===== src/rtl/layer_serializer_if.sv =====
// Bus between a neuron layer's parallel outputs and the next layer's serial input.
// The master side drives the neuron vector; the slave side (serializer) drives the stream.
interface layer_serializer_if #(
    parameter int NEURON_NUM = 96,
    parameter int OUTPUT_W   = 8,
    parameter int INPUT_W    = 16
);
    logic [NEURON_NUM*OUTPUT_W-1:0] nrn_dat;
    logic [NEURON_NUM-1:0]          nrn_valid;
    logic [INPUT_W-1:0]             out_dat;
    logic                           out_valid;
    logic                           busy;
    logic                           err_drop;
    logic                           err_align;

    modport master (
        output nrn_dat, nrn_valid,
        input  out_dat, out_valid, busy, err_drop, err_align
    );

    modport slave (
        input  nrn_dat, nrn_valid,
        output out_dat, out_valid, busy, err_drop, err_align
    );
endinterface


===== src/rtl/layer_serializer.sv =====
// Double-banked capture of one layer's parallel neuron outputs, replayed as a
// gap-free, sign-extended serial stream to every neuron of the next layer.
module layer_serializer #(
    parameter int NEURON_NUM = 96,
    parameter int OUTPUT_W   = 8,
    parameter int INPUT_W    = 16
) (
    input  logic              clk,
    input  logic              rst_n,
    layer_serializer_if.slave bus
);
    localparam int IDX_W = (NEURON_NUM > 1) ? $clog2(NEURON_NUM) : 1;

    typedef enum logic {IDLE, STREAM} state_t;

    state_t                               state;
    logic [IDX_W-1:0]                     idx;
    logic [1:0]                           full;
    logic                                 wr_ptr;
    logic                                 rd_ptr;
    logic [NEURON_NUM-1:0][OUTPUT_W-1:0]  bank [2];

    logic                                 cap;
    logic                                 misalign;
    logic                                 cap_ok;
    logic                                 cap_bank;
    logic                                 last;
    logic [1:0]                           full_nxt;
    logic [OUTPUT_W-1:0]                  word;

    // Capture is judged on pre-edge occupancy: a bank released on this edge still counts as full.
    always_comb begin
        cap      = &bus.nrn_valid;
        misalign = |bus.nrn_valid & ~&bus.nrn_valid;
        cap_ok   = cap & ~&full;
        cap_bank = (full == 2'b00) ? wr_ptr : full[0];
        last     = (state == STREAM) && (idx == IDX_W'(NEURON_NUM - 1));
        full_nxt = full;
        if (last)
            full_nxt[rd_ptr] = 1'b0;
        if (cap_ok)
            full_nxt[cap_bank] = 1'b1;
    end

    always_ff @(posedge clk) begin
        if (cap_ok)
            bank[cap_bank] <= bus.nrn_dat;
    end

    always_ff @(posedge clk or negedge rst_n) begin
        if (!rst_n) begin
            state         <= IDLE;
            idx           <= '0;
            full          <= 2'b00;
            wr_ptr        <= 1'b0;
            rd_ptr        <= 1'b0;
            bus.out_valid <= 1'b0;
            bus.err_drop  <= 1'b0;
            bus.err_align <= 1'b0;
        end else begin
            full <= full_nxt;
            if (cap_ok)
                wr_ptr <= ~wr_ptr;
            if (cap && !cap_ok)
                bus.err_drop <= 1'b1;
            if (misalign)
                bus.err_align <= 1'b1;

            case (state)
                IDLE: begin
                    // A capture into the read bank starts streaming on the same edge.
                    if (full_nxt[rd_ptr]) begin
                        state         <= STREAM;
                        idx           <= '0;
                        bus.out_valid <= 1'b1;
                    end
                end
                STREAM: begin
                    if (last) begin
                        rd_ptr <= ~rd_ptr;
                        idx    <= '0;
                        if (!full_nxt[~rd_ptr]) begin
                            state         <= IDLE;
                            bus.out_valid <= 1'b0;
                        end
                    end else begin
                        idx <= idx + 1'b1;
                    end
                end
                default: begin
                    state         <= IDLE;
                    bus.out_valid <= 1'b0;
                end
            endcase
        end
    end

    assign word        = bank[rd_ptr][idx];
    // Zero when idle so downstream multipliers stay quiet.
    assign bus.out_dat = bus.out_valid ? {{(INPUT_W-OUTPUT_W){word[OUTPUT_W-1]}}, word} : '0;
    assign bus.busy    = |full;
endmodule

===== src/flat_wrapper.sv =====
// flat-port wrapper written by rule: the top's interface ports become plain ports
module layer_serializer_flat 
#(
    parameter int NEURON_NUM = 96,
    parameter int OUTPUT_W   = 8,
    parameter int INPUT_W    = 16
)
  (clk, rst_n, bus_nrn_dat, bus_nrn_valid, bus_out_dat, bus_out_valid, bus_busy, bus_err_drop, bus_err_align);
  layer_serializer_if #(.NEURON_NUM(NEURON_NUM), .OUTPUT_W(OUTPUT_W), .INPUT_W(INPUT_W)) bus_i ();
  input  logic clk;
  input  logic rst_n;
  input wire logic [$bits(bus_i.nrn_dat)-1:0] bus_nrn_dat;
  input wire logic [$bits(bus_i.nrn_valid)-1:0] bus_nrn_valid;
  output wire logic [$bits(bus_i.out_dat)-1:0] bus_out_dat;
  output wire logic [$bits(bus_i.out_valid)-1:0] bus_out_valid;
  output wire logic [$bits(bus_i.busy)-1:0] bus_busy;
  output wire logic [$bits(bus_i.err_drop)-1:0] bus_err_drop;
  output wire logic [$bits(bus_i.err_align)-1:0] bus_err_align;
  assign bus_i.nrn_dat = bus_nrn_dat;
  assign bus_i.nrn_valid = bus_nrn_valid;
  assign bus_out_dat = bus_i.out_dat;
  assign bus_out_valid = bus_i.out_valid;
  assign bus_busy = bus_i.busy;
  assign bus_err_drop = bus_i.err_drop;
  assign bus_err_align = bus_i.err_align;
  layer_serializer #(.NEURON_NUM(NEURON_NUM), .OUTPUT_W(OUTPUT_W), .INPUT_W(INPUT_W)) u_core (.clk(clk), .rst_n(rst_n), .bus(bus_i));
endmodule

===== config.mk =====
export PLATFORM = sky130hd
export DESIGN_NAME = layer_serializer_flat
export DESIGN_NICKNAME = d
export VERILOG_FILES = /design/src/rtl/layer_serializer_if.sv /design/src/rtl/layer_serializer.sv /design/src/flat_wrapper.sv
export SDC_FILE = /design/constraint.sdc
export NUM_CORES = 1
export LEC_CHECK = 0
export BUFFER_PORTS_ARGS = -buffer_cell sky130_fd_sc_hd__buf_2
export CORE_MARGIN = 4
export CORE_UTILIZATION = 44
export DETAILED_ROUTE_END_ITERATION = 12
export MAX_ROUTING_LAYER = met4
export PLACE_DENSITY = 0.75
export SLEW_MARGIN = 20
export SYNTH_ARGS = -nofsm -noshare
export SYNTH_HDL_FRONTEND = slang
export SYNTH_SLANG_ARGS = --single-unit
export TNS_END_PERCENT = 20

===== constraint.sdc =====
create_clock -name clk -period 85.4 [get_ports clk]
set_clock_uncertainty 0.05 [all_clocks]
set_input_delay 8.54 -clock clk [delete_from_list [all_inputs] [get_ports clk]]
set_output_delay 8.54 -clock clk [all_outputs]
set_load 0.05 [all_outputs]

* After elaboration in Yosys (flattened, before gate mapping)
Memories as Yosys holds them, arrays and structs flattened.
Cells that the tools add are included.
** Operators by class
- Muxes and demuxes :: 27
- Order comparisons :: 6
- Reductions and logical operators :: 14
- Eq/ne operators :: 4
- Add/sub/neg operators :: 1
- Bitwise logic cells :: 8
** Operators by type and width (count)
- AND reduction 96 bit :: 1
- OR reduction 96 bit :: 1
- binary-select mux 8 bit (select 7 bit) :: 1
- 2-to-1 mux 16 bit :: 1
- 2-to-1 mux 1 bit :: 15
- 2-to-1 mux 7 bit :: 2
- one-hot mux 7 bit (2 select lines) :: 1
- < comparator 7 x 8 -> 1 bit (second input constant) :: 1
- 2-to-1 mux 8 bit :: 1
- adder 7 x 1 -> 7 bit (second input constant) :: 1
- equality test 7 bit (second input constant) :: 1
- < comparator 1 x 2 -> 1 bit (second input constant) :: 3
- logical AND 1 bit :: 4
- 2-to-1 mux 2 bit :: 2
- inequality test 2 bit (second input constant) :: 2
- one-hot mux 1 bit (2 select lines) :: 2
- AND reduction 2 bit :: 2
- zero test 1 bit :: 3
- inverter 1 bit :: 3
- AND reduction 3 bit :: 1
- AND 1 bit :: 2
- AND 2 bit :: 1
- demux 1 bit (select 1 bit) :: 2
- >= comparator 1 bit (second input constant) :: 2
- 5 further kinds :: 5
** Word-level totals
- Logic and storage cells :: 69
- Memory bits (writable) :: 1536
- Memories :: 1
- Input port bits :: 866
- Output and inout port bits :: 20
- Register bits after elaboration :: 15
** Memories
- u_core.bank :: depth 2, width 768, read ports 1, clocked after memory_dff 0, write ports 1, RTL line layer_serializer.sv:21 : logic [NEURON_NUM-1:0][OUTPUT_W-1:0] bank [2];

* Logic depth before layout (Yosys ltp)
- Depth in word-level cells :: 14
- Depth in mapped cells :: 12
- Depth with buffers taken out :: 7

* Worst setup path after synthesis
OpenSTA, ideal clock, no wires.
- Kind :: input -> register
- From :: input bus_nrn_valid[79]
- To :: memory u_core.bank[1][0] (netlist name), enable pin
- Buffers on the path :: 0
- Setup time :: 3779 ps
- Required time :: 81571 ps
- Data arrival time :: 81480 ps
- Cell stages on the path :: 4
- Slack :: 91 ps
- Cell sequence :: nand4_1 > nor4_1 > nand4_1 > nor4_1
** Between the ends
- Longest elaborated chain between the ends :: 4
** Ends and longest elaborated chain
- start, declared :: RTL line flat_wrapper.sv:13 : input wire logic [$bits(bus_i.nrn_valid)-1:0] bus_nrn_valid;
- AND reduction 96 bit :: RTL line layer_serializer.sv:33 : cap = &bus.nrn_valid;
- AND 1 bit :: RTL line layer_serializer.sv:35 : cap_ok = cap & ~&full;
- 2-to-1 mux 1 bit :: RTL line layer_serializer.sv:46 : if (cap_ok)
- 2-to-1 mux 1 bit (implied by the code) :: RTL line layer_serializer.sv:47 : bank[cap_bank] <= bus.nrn_dat;
- end, declared :: RTL line layer_serializer.sv:21
No other way between the ends.

* Final worst setup path
- From :: register u_core.idx[0]
- To :: output bus_out_dat[6]
** Between the ends
- Longest elaborated chain between the ends :: 3
** Ends and longest elaborated chain
- start, declared :: RTL line layer_serializer.sv:17 : logic [IDX_W-1:0] idx;
- start signal, assigned :: RTL line layer_serializer.sv:87 : idx <= idx + 1'b1;
- binary-select mux 8 bit (select 7 bit) :: RTL line layer_serializer.sv:98 : assign word = bank[rd_ptr][idx];
- 2-to-1 mux 8 bit (implied by the code) :: RTL line layer_serializer.sv:98
- 2-to-1 mux 16 bit :: RTL line layer_serializer.sv:100 : assign bus.out_dat = bus.out_valid ? {{(INPUT_W-OUTPUT_W){word[OUTPUT_W-1]}}, word} : '0;
- end, declared :: RTL line flat_wrapper.sv:14 : output wire logic [$bits(bus_i.out_dat)-1:0] bus_out_dat;
No other way between the ends. The select of a mux whose other input is x is not followed.

==> results.ini <==
[die]
start_util = 0.442
dieArea_sq_um = 142000
fp.dieW_um = 377
core_sq_um = 135000
ios = 886
row_count = 135
die_y_um = 377

[detailed_routing]
wl_um = 180000
drc = 0
wl_per_cell_um = 31.5
drtIter0Drc = 3693
via_per_inst = 5.77
ant_nets = 0
num_vias = 33000
dr.pass1.iters = 5

[sta]
fin_crit_sh = 0.177
worst_slew_pin_slew_ns = 1.15
slew_headroom = 0.225
setup_tns_ns = 0
setup_viol = 0
slew_violations = 0
hold_viol_final = 0
rsz0062_at_grt = no
fin_crit_ns = 15.10
fmax_ghz = 0.0662

[power_and_ir_drop]
p_per_area_nw_per_um2 = 21.3
power.clock.fraction = 0.432
power_frac_comb = 0.020
p_int_w = 0.00122
netSwitchingFraction = 0.198
seq_power_share = 0.549
p_leak_nw = 22.9
p_sw_w = 0.000301
ir_drop_v = 0.0000228

[clock_network]
cts_buffers = 157
htree_levels = 4
postCtsHoldBufs = 0
cts_root_buf = clkbuf_16
clk_path_buf_depth = 3
ctsResizeCount = 0
cts_setup_buffers = 0
clock_sinks = 1551
clk_latency_ns = 0.78
cts.clk_slew.worst_paths_ns = 0.06
cts_tree = built

[setup_path]
reg2reg_setup_slack_ns = 80.50
required_ns = 76.81
start_kind = flop
path_max_fanout = 58
cp_data_arrival_time_ns = 6.51
endpoint_kind = output port
criticalPathCategory = reg2out

[grt]
grt_use_met3 = 0.0778
met1_usage = 0.286
grt_usage = 0.256
grt_overflow = 0
grt_pass1_wl_um = 248000
grt-busiest-layer = met2
met2_usage = 0.420
grt_antenna_before_repair = 163
grt_max_degree = 175
grt_pass1_vias = 34100

[logic_synthesis]
async_flop_share = 0.00967
avgSynthCellArea_sq_um = 22.0
ys_seq_area_frac = 0.777
synth_flop_cell = edfxtp_1
synth.distinct_cells = 52
synth-edff-count = 1536
syn_area_sq_um = 59900
synthCells = 2716
yosysWarnings = 0
syn_nets = 3583
ys_seq_elements = 1551

[place]
portBuffers = 885
hpwl_um = 126000
place_area_sq_um = 66300
place_congestion = 0.883

[cells_and_area]
multiInputGateArea_sq_um = 12600
fillers = 10400
nets = 4527
finalInstanceArea_sq_um = 71600
layout-drive-gt1-share = 0.408
seq_area_sq_um = 46500
syn2layout_area_growth_pct = 19.6

[run]
maxCapViolCount = 0

[hold_path]
worstHoldPathType = reg2reg

[status]
outcome = complete, no violations

[through the flow]
step | utilization | instances | total power (W) | hold slack [ns] | setup WS (ns)
after floorplan | - | 2716 | 0.000853 | 0.418 | 0.0914
after global placement | 0.490 | 5281 | 0.000879 | 0.401 | 70.80
after detailed placement | 0.490 | 5282 | 0.000881 | 0.409 | 71.02
after CTS | 0.526 | 5562 | 0.00153 | 0.423 | 70.16
after global routing | 0.528 | 5685 | 0.00157 | 0.453 | 69.95
final | 0.529 | 5713 | 0.00152 | 0.425 | 70.30
[critical path, stage by stage (launching register included)]
cell and delay (ns):
dfrtp_4 0.82, buf_4 0.82, buf_4 0.72, buf_4 0.57
buf_4 0.56, mux4_2 0.57, o22ai_1 0.14, or3_1 0.37
nand4_1 0.16, o311ai_2 0.10, buf_4 0.22, buf_4 0.12
o221ai_1 0.12, buf_2 0.29
[worst paths after layout]
check | startpoint | cells after the start | endpoint
setup / recovery | u_core.idx[0] | 13 | bus_out_dat[6]
hold / removal | u_core.bus.err_align | 1 | u_core.bus.err_align
setup reg to reg | u_core.full[1] | 6 | u_core.bank[0][532]
hold reg to reg | u_core.bus.err_align | 1 | u_core.bus.err_align
max in group asynchronous | rst_n | 1 | u_core.idx[0]
min in group asynchronous | rst_n | 1 | u_core.bus.err_drop
[cell type report]
class,count,share of cell area
well taps,1781,0.0311
clock buffers,197,0.0579
diodes,151,0.00528
inverters,3,0.000157
flip-flops and latches,1551,0.650
clock inverters,83,0.0104
repair buffers,945,0.0694
multi-input cells,1002,0.176
[synth_stat cells, drive strengths merged, types with 2 or more instances]
cell type     n  share of area
clkbuf       52         0.0033
a221oi       12         0.0018
o31ai         6        0.00075
a21oi        25         0.0021
o21bai        2        0.00025
a211oi       26         0.0033
nand2b        7        0.00073
o211ai       28         0.0035
nand2        15        0.00094
xor2          2        0.00029
or2           3        0.00031
mux2         48         0.0090
a22oi        49         0.0061
inv           3        0.00019
and2          4        0.00042
a211o        16         0.0023
nor4         37         0.0039
mux2i       176          0.029
dfrtp        15         0.0063
o22a          7         0.0010
a31o          6        0.00088
xnor2         2        0.00029
nand3         3        0.00025
nand4        44         0.0046
o311ai        3        0.00044
o22ai        73         0.0076
a31oi         2        0.00021
nor2          9        0.00056
buf         108          0.010
mux4        319           0.12
nand3b        2        0.00025
or3           6        0.00063
o2111ai       7         0.0010
nor3         13         0.0011
o21ai        23         0.0019
nor2b        11         0.0011
edfxtp     1536           0.77
o41ai         3        0.00044
and3          3        0.00031
o221ai        3        0.00044
o31a          2        0.00029
[routing by layer]
layer / up-vias / routed length, um
met4: 0 / 10300
met1: 16900 / 62300
li1: 13800 / -
met5: - / 0
met2: 1758 / 90000
met3: 460 / 17200
[power by group through the flow]
| stage | clock (W) | combinational (W) | sequential (W) |
|---|---|---|---|
| floorplan | 0 | 0.000000477 | 0.000853 |
| global placement | 0 | 0.0000271 | 0.000852 |
| detailed placement | 0 | 0.0000288 | 0.000852 |
| CTS | 0.000666 | 0.0000290 | 0.000836 |
| global route | 0.000701 | 0.0000315 | 0.000836 |
| finish | 0.000658 | 0.0000298 | 0.000836 |
[sequential cells by signal, summed over array words and instances, names as in the netlist]
signal                cells
u_core.bus.err_drop       1
u_core.rd_ptr             1
u_core.wr_ptr             1
u_core.bus.err_align      1
u_core.bank            1536
u_core.full               2
u_core.bus.out_valid      1
u_core.state              1
u_core.idx                7
[cell usage in the layout, fill, tap and decap left out, drive strengths merged, types with 9 or more instances in the layout]
master	instances
bufinv	9
nand4	44
nand2	15
mux4	319
dfrtp	15
a211oi	26
diode	151
o211ai	28
a22oi	49
a221oi	12
buf	945
a211o	16
mux2i	176
inv	10
nor2b	11
clkbuf	197
nor3	13
o22ai	73
clkinv	63
nor4	37
mux2	48
edfxtp	1536
a21oi	25
o21ai	23
nor2	9
[kinds of logic after synthesis]
family,count (synthesis),share of synthesized area
compound gates,295,0.0347
xor+xnor,4,0.000585
fa+ha+maj,1,0.000209
buf+inv,163,0.0139
flops,1551,0.777
mux,543,0.158
simple gates,159,0.0154
Power figures use the tool's default switching activity.
